<file path="src/rtl/rr_mux_arbiter.sv">
// Four-requester round-robin arbiter with a registered one-hot grant and a
// 4:1 data mux driven from the registered owner index.
// Optional macro RR_MUX_ARBITER_TIMEOUT_EN adds an 8-bit hold counter that
// forces the owner to release after MAX_HOLD cycles when someone else waits.
module rr_mux_arbiter #(
   parameter int unsigned MAX_HOLD = 8
) (
   input  logic       clk,
   input  logic       rst_n,
   input  logic [3:0] req,
   input  logic       in0,
   input  logic       in1,
   input  logic       in2,
   input  logic       in3,
   output logic [3:0] grant,
   output logic       valid,
   output logic       address0,
   output logic       address1,
   output logic       out
);

   typedef enum logic [0:0] {StIdle, StOwn} state_e;

   // Elaboration-time guard on the hold limit.
   if (MAX_HOLD < 2 || MAX_HOLD > 255) begin : g_bad_max_hold
      $error("MAX_HOLD out of range 2..255");
   end

   state_e     state_q, state_d;
   logic [1:0] last_q, last_d;
   logic [3:0] grant_q, grant_d;
   logic [1:0] addr_q, addr_d;

`ifdef RR_MUX_ARBITER_TIMEOUT_EN
   localparam logic [7:0] HoldLast = 8'(MAX_HOLD - 1);
   logic [7:0] cnt_q, cnt_d;
`endif

   // Returns {found, index} of the first set bit of cand, searching base+1 .. base+4.
   function automatic logic [2:0] rr_pick(input logic [3:0] cand, input logic [1:0] base);
      logic [2:0] res;
      logic [1:0] idx;
      res = 3'b000;
      for (int k = 1; k <= 4; k++) begin
         idx = base + 2'(k);
         if (!res[2] && cand[idx]) begin
            res = {1'b1, idx};
         end
      end
      return res;
   endfunction

   logic [3:0] others;
   logic [2:0] hit_all;
   logic [2:0] hit_oth;
   logic       timeout_hit;
   logic       release_own;

   // Next-state: idle search, hold, handoff or forced release.
   always_comb begin
      state_d     = state_q;
      last_d      = last_q;
      grant_d     = grant_q;
      addr_d      = addr_q;
`ifdef RR_MUX_ARBITER_TIMEOUT_EN
      cnt_d       = cnt_q;
      timeout_hit = (cnt_q == HoldLast);
`else
      timeout_hit = 1'b0;
`endif
      others      = req & ~grant_q;
      hit_all     = rr_pick(req, last_q);
      hit_oth     = rr_pick(others, last_q);
      release_own = ~(|(req & grant_q)) | (timeout_hit & (|others));

      case (state_q)
         StIdle: begin
            if (hit_all[2]) begin
               state_d = StOwn;
               grant_d = 4'b0001 << hit_all[1:0];
               addr_d  = hit_all[1:0];
               last_d  = hit_all[1:0];
`ifdef RR_MUX_ARBITER_TIMEOUT_EN
               cnt_d   = 8'd0;
`endif
            end
         end
         StOwn: begin
            if (release_own) begin
               if (hit_oth[2]) begin
                  // Direct handoff, no idle bubble.
                  grant_d = 4'b0001 << hit_oth[1:0];
                  addr_d  = hit_oth[1:0];
                  last_d  = hit_oth[1:0];
`ifdef RR_MUX_ARBITER_TIMEOUT_EN
                  cnt_d   = 8'd0;
`endif
               end else begin
                  state_d = StIdle;
                  grant_d = 4'b0000;
                  addr_d  = 2'b00;
               end
            end else begin
`ifdef RR_MUX_ARBITER_TIMEOUT_EN
               // Limit reached with nobody waiting: keep the grant, restart the count.
               cnt_d = timeout_hit ? 8'd0 : cnt_q + 8'd1;
`endif
            end
         end
         default: begin
            state_d = StIdle;
            grant_d = 4'b0000;
            addr_d  = 2'b00;
         end
      endcase
   end

   // State registers; last resets to 3 so the first grant favours index 0.
   always_ff @(posedge clk or negedge rst_n) begin
      if (!rst_n) begin
         state_q <= StIdle;
         last_q  <= 2'd3;
         grant_q <= 4'b0000;
         addr_q  <= 2'b00;
`ifdef RR_MUX_ARBITER_TIMEOUT_EN
         cnt_q   <= 8'd0;
`endif
      end else begin
         state_q <= state_d;
         last_q  <= last_d;
         grant_q <= grant_d;
         addr_q  <= addr_d;
`ifdef RR_MUX_ARBITER_TIMEOUT_EN
         cnt_q   <= cnt_d;
`endif
      end
   end

   assign grant    = grant_q;
   assign valid    = |grant_q;
   assign address0 = addr_q[0];
   assign address1 = addr_q[1];

   // Data mux from the registered select, gated when nobody owns the bus.
   always_comb begin
      out = 1'b0;
      case (addr_q)
         2'd0:    out = in0;
         2'd1:    out = in1;
         2'd2:    out = in2;
         default: out = in3;
      endcase
      out = out & valid;
   end

endmodule
</file>
<file path="config.mk">
export PLATFORM = sky130hd
export DESIGN_NAME = rr_mux_arbiter
export DESIGN_NICKNAME = d
export VERILOG_FILES = /design/src/rtl/rr_mux_arbiter.sv
export SDC_FILE = /design/constraint.sdc
export NUM_CORES = 1
export LEC_CHECK = 0
export CAP_MARGIN = 0
export CORE_UTILIZATION = 45
export CTS_BUF_LIST = sky130_fd_sc_hd__clkbuf_8
export DETAILED_ROUTE_END_ITERATION = 10
export MAX_ROUTING_LAYER = met4
export PLACE_DENSITY = 0.74
export SLEW_MARGIN = 20
export SYNTH_ARGS = -nofsm -noshare
export SYNTH_HDL_FRONTEND = slang
export SYNTH_SLANG_ARGS = --single-unit
</file>
<file path="constraint.sdc">
create_clock -name clk -period 3 [get_ports clk]
set_input_delay 0.3 -clock clk [delete_from_list [all_inputs] [get_ports clk]]
set_output_delay 0.3 -clock clk [all_outputs]
set_load 0.01 [all_outputs]
</file>
==> After elaboration in Yosys (flattened, before gate mapping) <==
Cells that the tools add are included.
{ "totals": {"output_inout_bits": 8, "regBits": 9, "word_cells": 80, "inputBits": 10} }
{ "classes": {"n_eq_ne": 5, "n_addsub": 3, "n_bitwise": 5, "muxes": 40, "n_lt_le_gt_ge": 4, "n_reduce_logical": 17, "shifts": 2} }
{ "op_table": {"columns": ["cell", "n"], "rows": [
  ["2-to-1 mux 3 bit", 8],
  ["binary-select mux 1 bit (select 2 bit)", 8],
  ["< comparator 2 x 3 -> 1 bit (second input constant)", 4],
  ["2-to-1 mux 4 bit", 3],
  ["2-to-1 mux 1 bit", 11],
  ["2-to-1 mux 2 bit", 5],
  ["bitwise AND 4 bit", 2],
  ["case mux 2 bit (2 select lines)", 2],
  ["case mux 4 bit (2 select lines)", 1],
  ["OR reduction 4 bit", 2],
  ["<< shifter 1 x 2 -> 4 bit (first input constant)", 2],
  ["logical AND 1 bit", 6],
  ["logical NOT 1 bit", 6],
  ["adder 2 bit (second input constant)", 2],
  ["inequality test 2 bit (second input constant)", 2],
  ["NOT 4 bit", 1],
  ["case mux 1 bit (3 select lines)", 1],
  ["AND reduction 3 bit", 1],
  ["adder 2 x 1 -> 2 bit (second input constant)", 1],
  ["equality test 2 x 1 -> 1 bit (second input constant)", 1],
  ["equality test 2 bit (second input constant)", 1],
  ["logical NOT 2 bit", 1],
  ["inequality test 2 x 1 -> 1 bit (second input constant)", 1],
  ["case mux 1 bit (2 select lines)", 1],
  ["other kinds (3)", 3]
]} }

==> Depth between registers and ports, before layout <==
Gate-level depths: netlist of run 1.
{ "logic_depth": {"word_depth": 18, "mapped_depth": 6, "mapped_depth_nobuf": 5} }

==> Worst setup path before layout of run 1 <==
No wires, ideal clock.
{ "synth_path": {"path_kind": "register to register", "from": "reg last_q[1]", "to": "reg grant_q[1] (netlist: grant[1])", "period_less_slack_ns": 1.741, "path_buffers": 1, "setup_slack_ns": 1.259, "stages_incl_launch_ff": 7, "setup_time_ns": 0.090, "required_time_ns": 2.910, "t_arrival_ns": 1.651, "path_cell_list": "dfstp_2 -> buf_6 -> and4bb_2 -> a21oi_1 -> and3_1 -> or4_1 -> o221ai_1"} }
{ "synth_via": {"elab_chain_cells": 17, "word_cells_on_any_way": 47, "cone_classes": "add/sub (3); eq/ne (1); shift (2); mux (28); reduce/logical (13)"} }
{ "synth_lines": {"columns": ["item", "line_no", "text"], "rows": [
  ["from (decl)", "30", "logic [1:0] last_q, last_d;"],
  ["from (signal assigned)", "130", "last_q <= last_d;"],
  ["adder 2 x 1 -> 2 bit", "45", "idx = base + 2'(k);"],
  ["binary-select mux 1 bit (select 2 bit)", "46", "if (!res[2] && cand[idx]) begin"],
  ["2-to-1 mux 1 bit (not written as such)", "46", null],
  ["2-to-1 mux 3 bit", "46", null],
  ["logical NOT 1 bit", "46", null],
  ["logical AND 1 bit", "46", null],
  ["2-to-1 mux 3 bit", "46", null],
  ["logical NOT 1 bit", "46", null],
  ["logical AND 1 bit", "46", null],
  ["2-to-1 mux 3 bit", "46", null],
  ["logical NOT 1 bit", "46", null],
  ["logical AND 1 bit", "46", null],
  ["2-to-1 mux 3 bit", "46", null],
  ["<< shifter 1 x 2 -> 4 bit", "92", "grant_d = 4'b0001 << hit_oth[1:0];"],
  ["2-to-1 mux 4 bit", "90", "if (hit_oth[2]) begin"],
  ["2-to-1 mux 4 bit", "89", "if (release_own) begin"],
  ["case mux 4 bit (2 select lines)", "76", "case (state_q)"],
  ["to (signal assigned)", "131", "grant_q <= grant_d;"],
  ["to (decl)", "31", "logic [3:0] grant_q, grant_d;"]
]} }
Parallel ways exist; a longest one is shown, timed or not. The select of a mux whose other input is x is not followed.
A chain may end at the register's enable or synchronous reset.

==> Final worst setup path of run 1 <==
{ "layout_path": {"from": "reg grant_q[0] (netlist: grant[0])", "to": "out out"} }
{ "layout_via": {"elab_chain_cells": 2} }
{ "layout_lines": {"columns": ["item", "line_no", "text"], "rows": [
  ["OR reduction 4 bit", "140", "assign valid = |grant_q;"],
  ["bitwise AND 1 bit", "153", "out = out & valid;"],
  ["to (decl)", "19", "output logic out"]
]} }
Every way passes these cells.

==> results of run 1 <==
==> per-layer routing <==
metal | up-vias | part of all wire
met5 | - | 0
met4 | 0 | 0.015
met3 | 5 | 0.061
met2 | 26 | 0.47
met1 | 332 | 0.46
li1 | 331 | -
==> final cells by class <==
cell class                 count  share of cell area
sequential                     9               0.244
multi-input combinational     60               0.484
tap                           16              0.0214
clock buffer                   3              0.0442
inverter                       5              0.0201
timing repair buffer          17               0.182
clock inverter                 1             0.00402
==> kinds of logic after synthesis <==
group                  Yosys count  synth area share
buffers and inverters            7            0.0474
flip-flops                       9             0.319
AO/OA/AOI/OAI                   26             0.307
multiplexers                     4            0.0772
AND/OR/NAND/NOR                 30             0.249
==> power by group <==
group | switching, W | internal, W | total, W
Sequential | 0.0000930 | 0.000189 | 0.000282
Clock | 0.0000518 | 0.0000894 | 0.000141
Combinational | 0.000252 | 0.000280 | 0.000531
==> synth_stat cells, drive strengths merged <==
| cell | number | area [µm²] |
|---|---|---|
| mux2i | 1 | 10.0 |
| clkbuf | 1 | 3.75 |
| a22o | 1 | 8.76 |
| nor2 | 8 | 30.0 |
| nand4 | 1 | 6.26 |
| and3 | 1 | 6.26 |
| or4 | 2 | 15.0 |
| and2b | 1 | 7.51 |
| mux4 | 1 | 22.5 |
| a222oi | 1 | 10.0 |
| or2b | 2 | 15.0 |
| buf | 1 | 11.3 |
| dfrtp | 7 | 175 |
| o32a | 1 | 10.0 |
| o211ai | 1 | 7.51 |
| nand2 | 4 | 15.0 |
| and2 | 1 | 6.26 |
| nand2b | 3 | 18.8 |
| a21bo | 2 | 20.0 |
| and4bb | 1 | 12.5 |
| a21oi | 6 | 37.5 |
| o311ai | 1 | 16.3 |
| a31oi | 4 | 25.0 |
| a311oi | 1 | 26.3 |
| or3b | 1 | 8.76 |
| dfstp | 2 | 52.6 |
| o21a | 1 | 7.51 |
| o21ai | 4 | 23.8 |
| o221ai | 3 | 26.3 |
| nor4 | 1 | 6.26 |
| nand3b | 4 | 30.0 |
| mux2 | 2 | 22.5 |
| inv | 5 | 18.8 |
==> state kept, by name, summed over array words and instances (netlist names) <==
register / cells
addr_q: 2
state_q: 1
last_q: 2
grant: 4
==> path summary, 6_finish.rpt <==
kind	start	endpoint	slack, ns	depth (start not counted)
max	grant[0]	out	0.83	3
min	rst_n	grant[2]	0.36	1
max reg2reg	last_q[1]	grant[1]	1.05	5
min reg2reg	last_q[0]	last_q[0]	0.59	2
max in group asynchronous	rst_n	last_q[0]	2.32	1
min in group clk	last_q[0]	last_q[0]	0.59	2
==> per-stage QoR <==
stage	util	hold WS (ns)	cell area (µm²)	total power [W]	worst slack [ns]
floorplan	-	0.00441	713	0.000606	1.26
global placement	0.597	0.536	888	0.000799	0.763
detailed placement	0.597	0.581	888	0.000803	0.735
CTS	0.627	0.375	933	0.000947	0.847
global route	0.627	0.392	933	0.00102	0.798
finish	0.627	0.357	933	0.000954	0.833
==> metrics, run 1 <==
status complete, no violations; post_cts resized 0; die width 41.8 µm; CP peak stage delay 0.55 ns; number of remaining DRC errors 0; met1 usage 0.344; synthesized area per cell between 9 and 10 µm²; Power Density slightly above 1000 mW/mm²; leak pwr 0.361 nW; worst hold path type in2async; total negative setup slack 0 ns; final worst path period share 0.722; area delta synth->final 30.9%; Worst EP arrival 1.87 ns; Distinct cells, synth 36; startpoint types flip-flop; DR vias around 700; CTS tree built; Reg area 228 µm²; n_diodes 0; PortBufs 17; clock latency at the later pin of the worst-skew pair about 0.24 ns; vias per cell between 6 and 7; Final ANT Viol Nets 0; Final setup viols 0; Slew Viols, Final 0; Gate Count Post-Synth 76; vias in the first global route 646; layout cells sized above 1 0.158; Net Count, Synth 86; worst path required time 2.70 ns; RSZ-0062 raised after global routing false; Peak VDD IR 566 µV; clock transition at the registers of the reported paths 0.04 ns; routing usage on met2 0.369; crit-path max FO 6; delay-heaviest family, CP simple AND/OR/NAND/NOR gates; busiest grt layer met2; core area 0.00149 mm²; multi-input combinational cell area roughly 450 µm²; Clk Tree Root Cell clkbuf_8; clock tree sinks 9; placed insts 107; Period minus WS final 2.17 ns; Post-CTS Hold Buffers 0; DPL Wire Length 1.35 mm; initial DRC count 34; Clock Skew 0.000902 ns; worst path bufs/invs 1; Num CTS Buffers 3; Critical Path Slowest Stage Cell or4_1; number of hold-slack violations in the final timing report 0; Worst Tran Pin Value 0.571 ns; drt total wl between 1.5 and 2 mm; post-CTS setup buffer count 0; wire per inst between 15 and 20 µm; Seq/Total Area, Yosys 0.319; area of the die about 0.0017 mm²; post-route insts no fill 111; leading cell types in the layout, fill and taps excluded 17 x clkdlybuf4s50_1, 8 x nor2_1, 7 x dfrtp_1, 6 x inv_1; Synth Cell Area 713 µm²; largest net degree at the start of global routing 12; Max Fclk 461 MHz; GRT met3 Usage 0.0783; DIE HEIGHT 41.8 µm; All-Layer GR Usage 0.252; CTS max path bufs 2; GRT Residual Overflow 0; # IOs 18; Setup crit end kind output pin; drt first pass iters 4; Seq cells post-synth 9; Syn. warnings 0; Filler Cell Count 129; maximum capacitance violations 0; initial core utilization 0.479; H-tree lvl count 1; first-pass GRT wire length 3.19 mm; row count 14; fin nets roughly 110; RePlAce Congestion 0.872; crit path kind reg2out; initial antenna violation count 0; slew margin rel. 0.616; commonest non-fill, non-tap cell in the layout clkdlybuf4s50_1; critical-path cell list or4_1 -> and2_1 -> clkdlybuf4s50_1
(Power assumes the default switching activity.)
==> inputs of run 2 (changes only) <==
==> constraint.sdc (replaced) <==
create_clock -name clk -period 2 [get_ports clk]
set_input_delay 0.2 -clock clk [delete_from_list [all_inputs] [get_ports clk]]
set_output_delay 0.2 -clock clk [all_outputs]
set_load 0.01 [all_outputs]
==> metrics, run 2 (synthesis results as in run 1) <==
status complete, no violations; worst hold path type in2async; area delta synth->final 39.1%; leak pwr between 0.4 and 0.5 nW; commonest non-fill, non-tap cell in the layout clkdlybuf4s50_1; CTS tree built; first-pass GRT wire length 3.06 mm; All-Layer GR Usage 0.239; worst path required time 1.80 ns; wire per inst 15.3 µm; DR vias 730; pre-CTS setup slack -0.0438 ns; Largest register FFs 4; final hold slack 0.258 ns; R2R depth 5; n_diodes 0; leading cell types in the layout, fill and taps excluded 16 x clkdlybuf4s50_1, 8 x nor2_1, 8 x buf_4, 7 x dfrtp_1, 6 x inv_1; Peak VDD IR roughly 770 µV; fin nets 114; Setup crit end kind output pin; H-tree lvl count 1; RSZ-0062 raised after global routing false; placed insts 115; crit path kind reg2out; Period minus WS final 1.93 ns; initial antenna violation count 0; area of the die ~0.0017 mm²; vias per cell ~6; maximum capacitance violations 0; Clk Tree Root Cell clkbuf_8; core area 0.00149 mm²; Worst Tran Pin Value roughly 0.4 ns; post-placement cell area 948 µm²; # IOs 18; startpoint types flip-flop; total power roughly 0.0015 W; Num CTS Buffers 3; Power Density 1500 mW/mm²; drt total wl approximately 1.8 mm; clock tree sinks 9; vias in the first global route 663; Final setup viols 0; post-route setup slack 0.0707 ns; Max Fclk a little over 500 MHz; DPL Wire Length 1.37 mm; drt first pass iters 4; die width 41.8 µm; layout cells sized above 1 0.223; Finished Cell Area 992 µm²; Worst EP arrival 1.73 ns; RR Endpoint addr_q[1]; largest net degree at the start of global routing 12; CTS max path bufs 2; initial core utilization 0.479; RR Startpoint grant[1]; GRT Residual Overflow 0; DIE HEIGHT 41.8 µm; number of remaining DRC errors 0; row count 14; final worst path period share 0.965; clock transition at the registers of the reported paths 0.04 ns; post-route insts no fill 119; slew margin rel. 0.733; PortBufs 17; crit-path max FO 5; RePlAce Congestion 0.852; Post-CTS Hold Buffers 0; Clock Skew roughly 0.0053 ns; Reg2Reg Setup Slack 0.16 ns; initial DRC count 26; Final ANT Viol Nets 0; clock latency at the later pin of the worst-skew pair 0.24 ns; Slew Viols, Final 0; number of hold-slack violations in the final timing report 0
## run 2: cell types whose count changed in the layout (fill, tap and decap cells not counted)
cell and delta:
buf_4 +8, dlygate4sd2_1 +1, clkdlybuf4s50_1 -1
## run 2: worst max-delay path, cell delays in order (launching register included)
cell	delay (ns)
dfrtp_1	0.42
or4_1	0.57
clkdlybuf4s50_1	0.51
## run 2: per-stage QoR
step | setup TNS [ns] | utilization
6_report | 0 | 0.666
5_1_grt | 0 | 0.666
4_1_cts | 0 | 0.666
3_5_place_dp | -0.0762 | 0.637
3_3_place_gp | 0 | 0.637
2_1_floorplan | 0 | -
## run 2: how the worst max path moves through the flow
stage                 to       from  cells after the start
5_1_grt            valid   grant[1]                      2
4_1_cts            valid   grant[1]                      2
3_5_place_dp   addr_q[1]     req[1]                      6
6_report           valid   grant[1]                      2
3_3_place_gp    grant[2]     req[3]                      6
2_1_floorplan   grant[1]  last_q[1]                      6
## run 2: repair_timing
action / in CTS / in global routing
endpoints found under the setup margin: 1 / 0
buffers inserted: 0 / 0
resized for setup: 1 / 0
## run 2: layout make-up
cell class	instances	area [µm²]
inverters	5	18.8
repair buffers	25	229
flip-flops and latches	9	228
clock inverters	1	3.75
fillers	128	497
multi-input cells	60	452
well taps	16	20.0
clock buffers	3	41.3
## run 2: power by group
group          switching [W]  internal, W
registers           0.000121     0.000283
clock network      0.0000717     0.000134
logic               0.000400     0.000482
## run 2: layer usage
layer	part of all wire	vias to the layer above	GRT usage
met2	0.45	30	0.319
met3	0.062	3	0.0826
met5	0	-	-
met4	0.0093	0	0.103
li1	-	348	-
met1	0.48	349	0.326
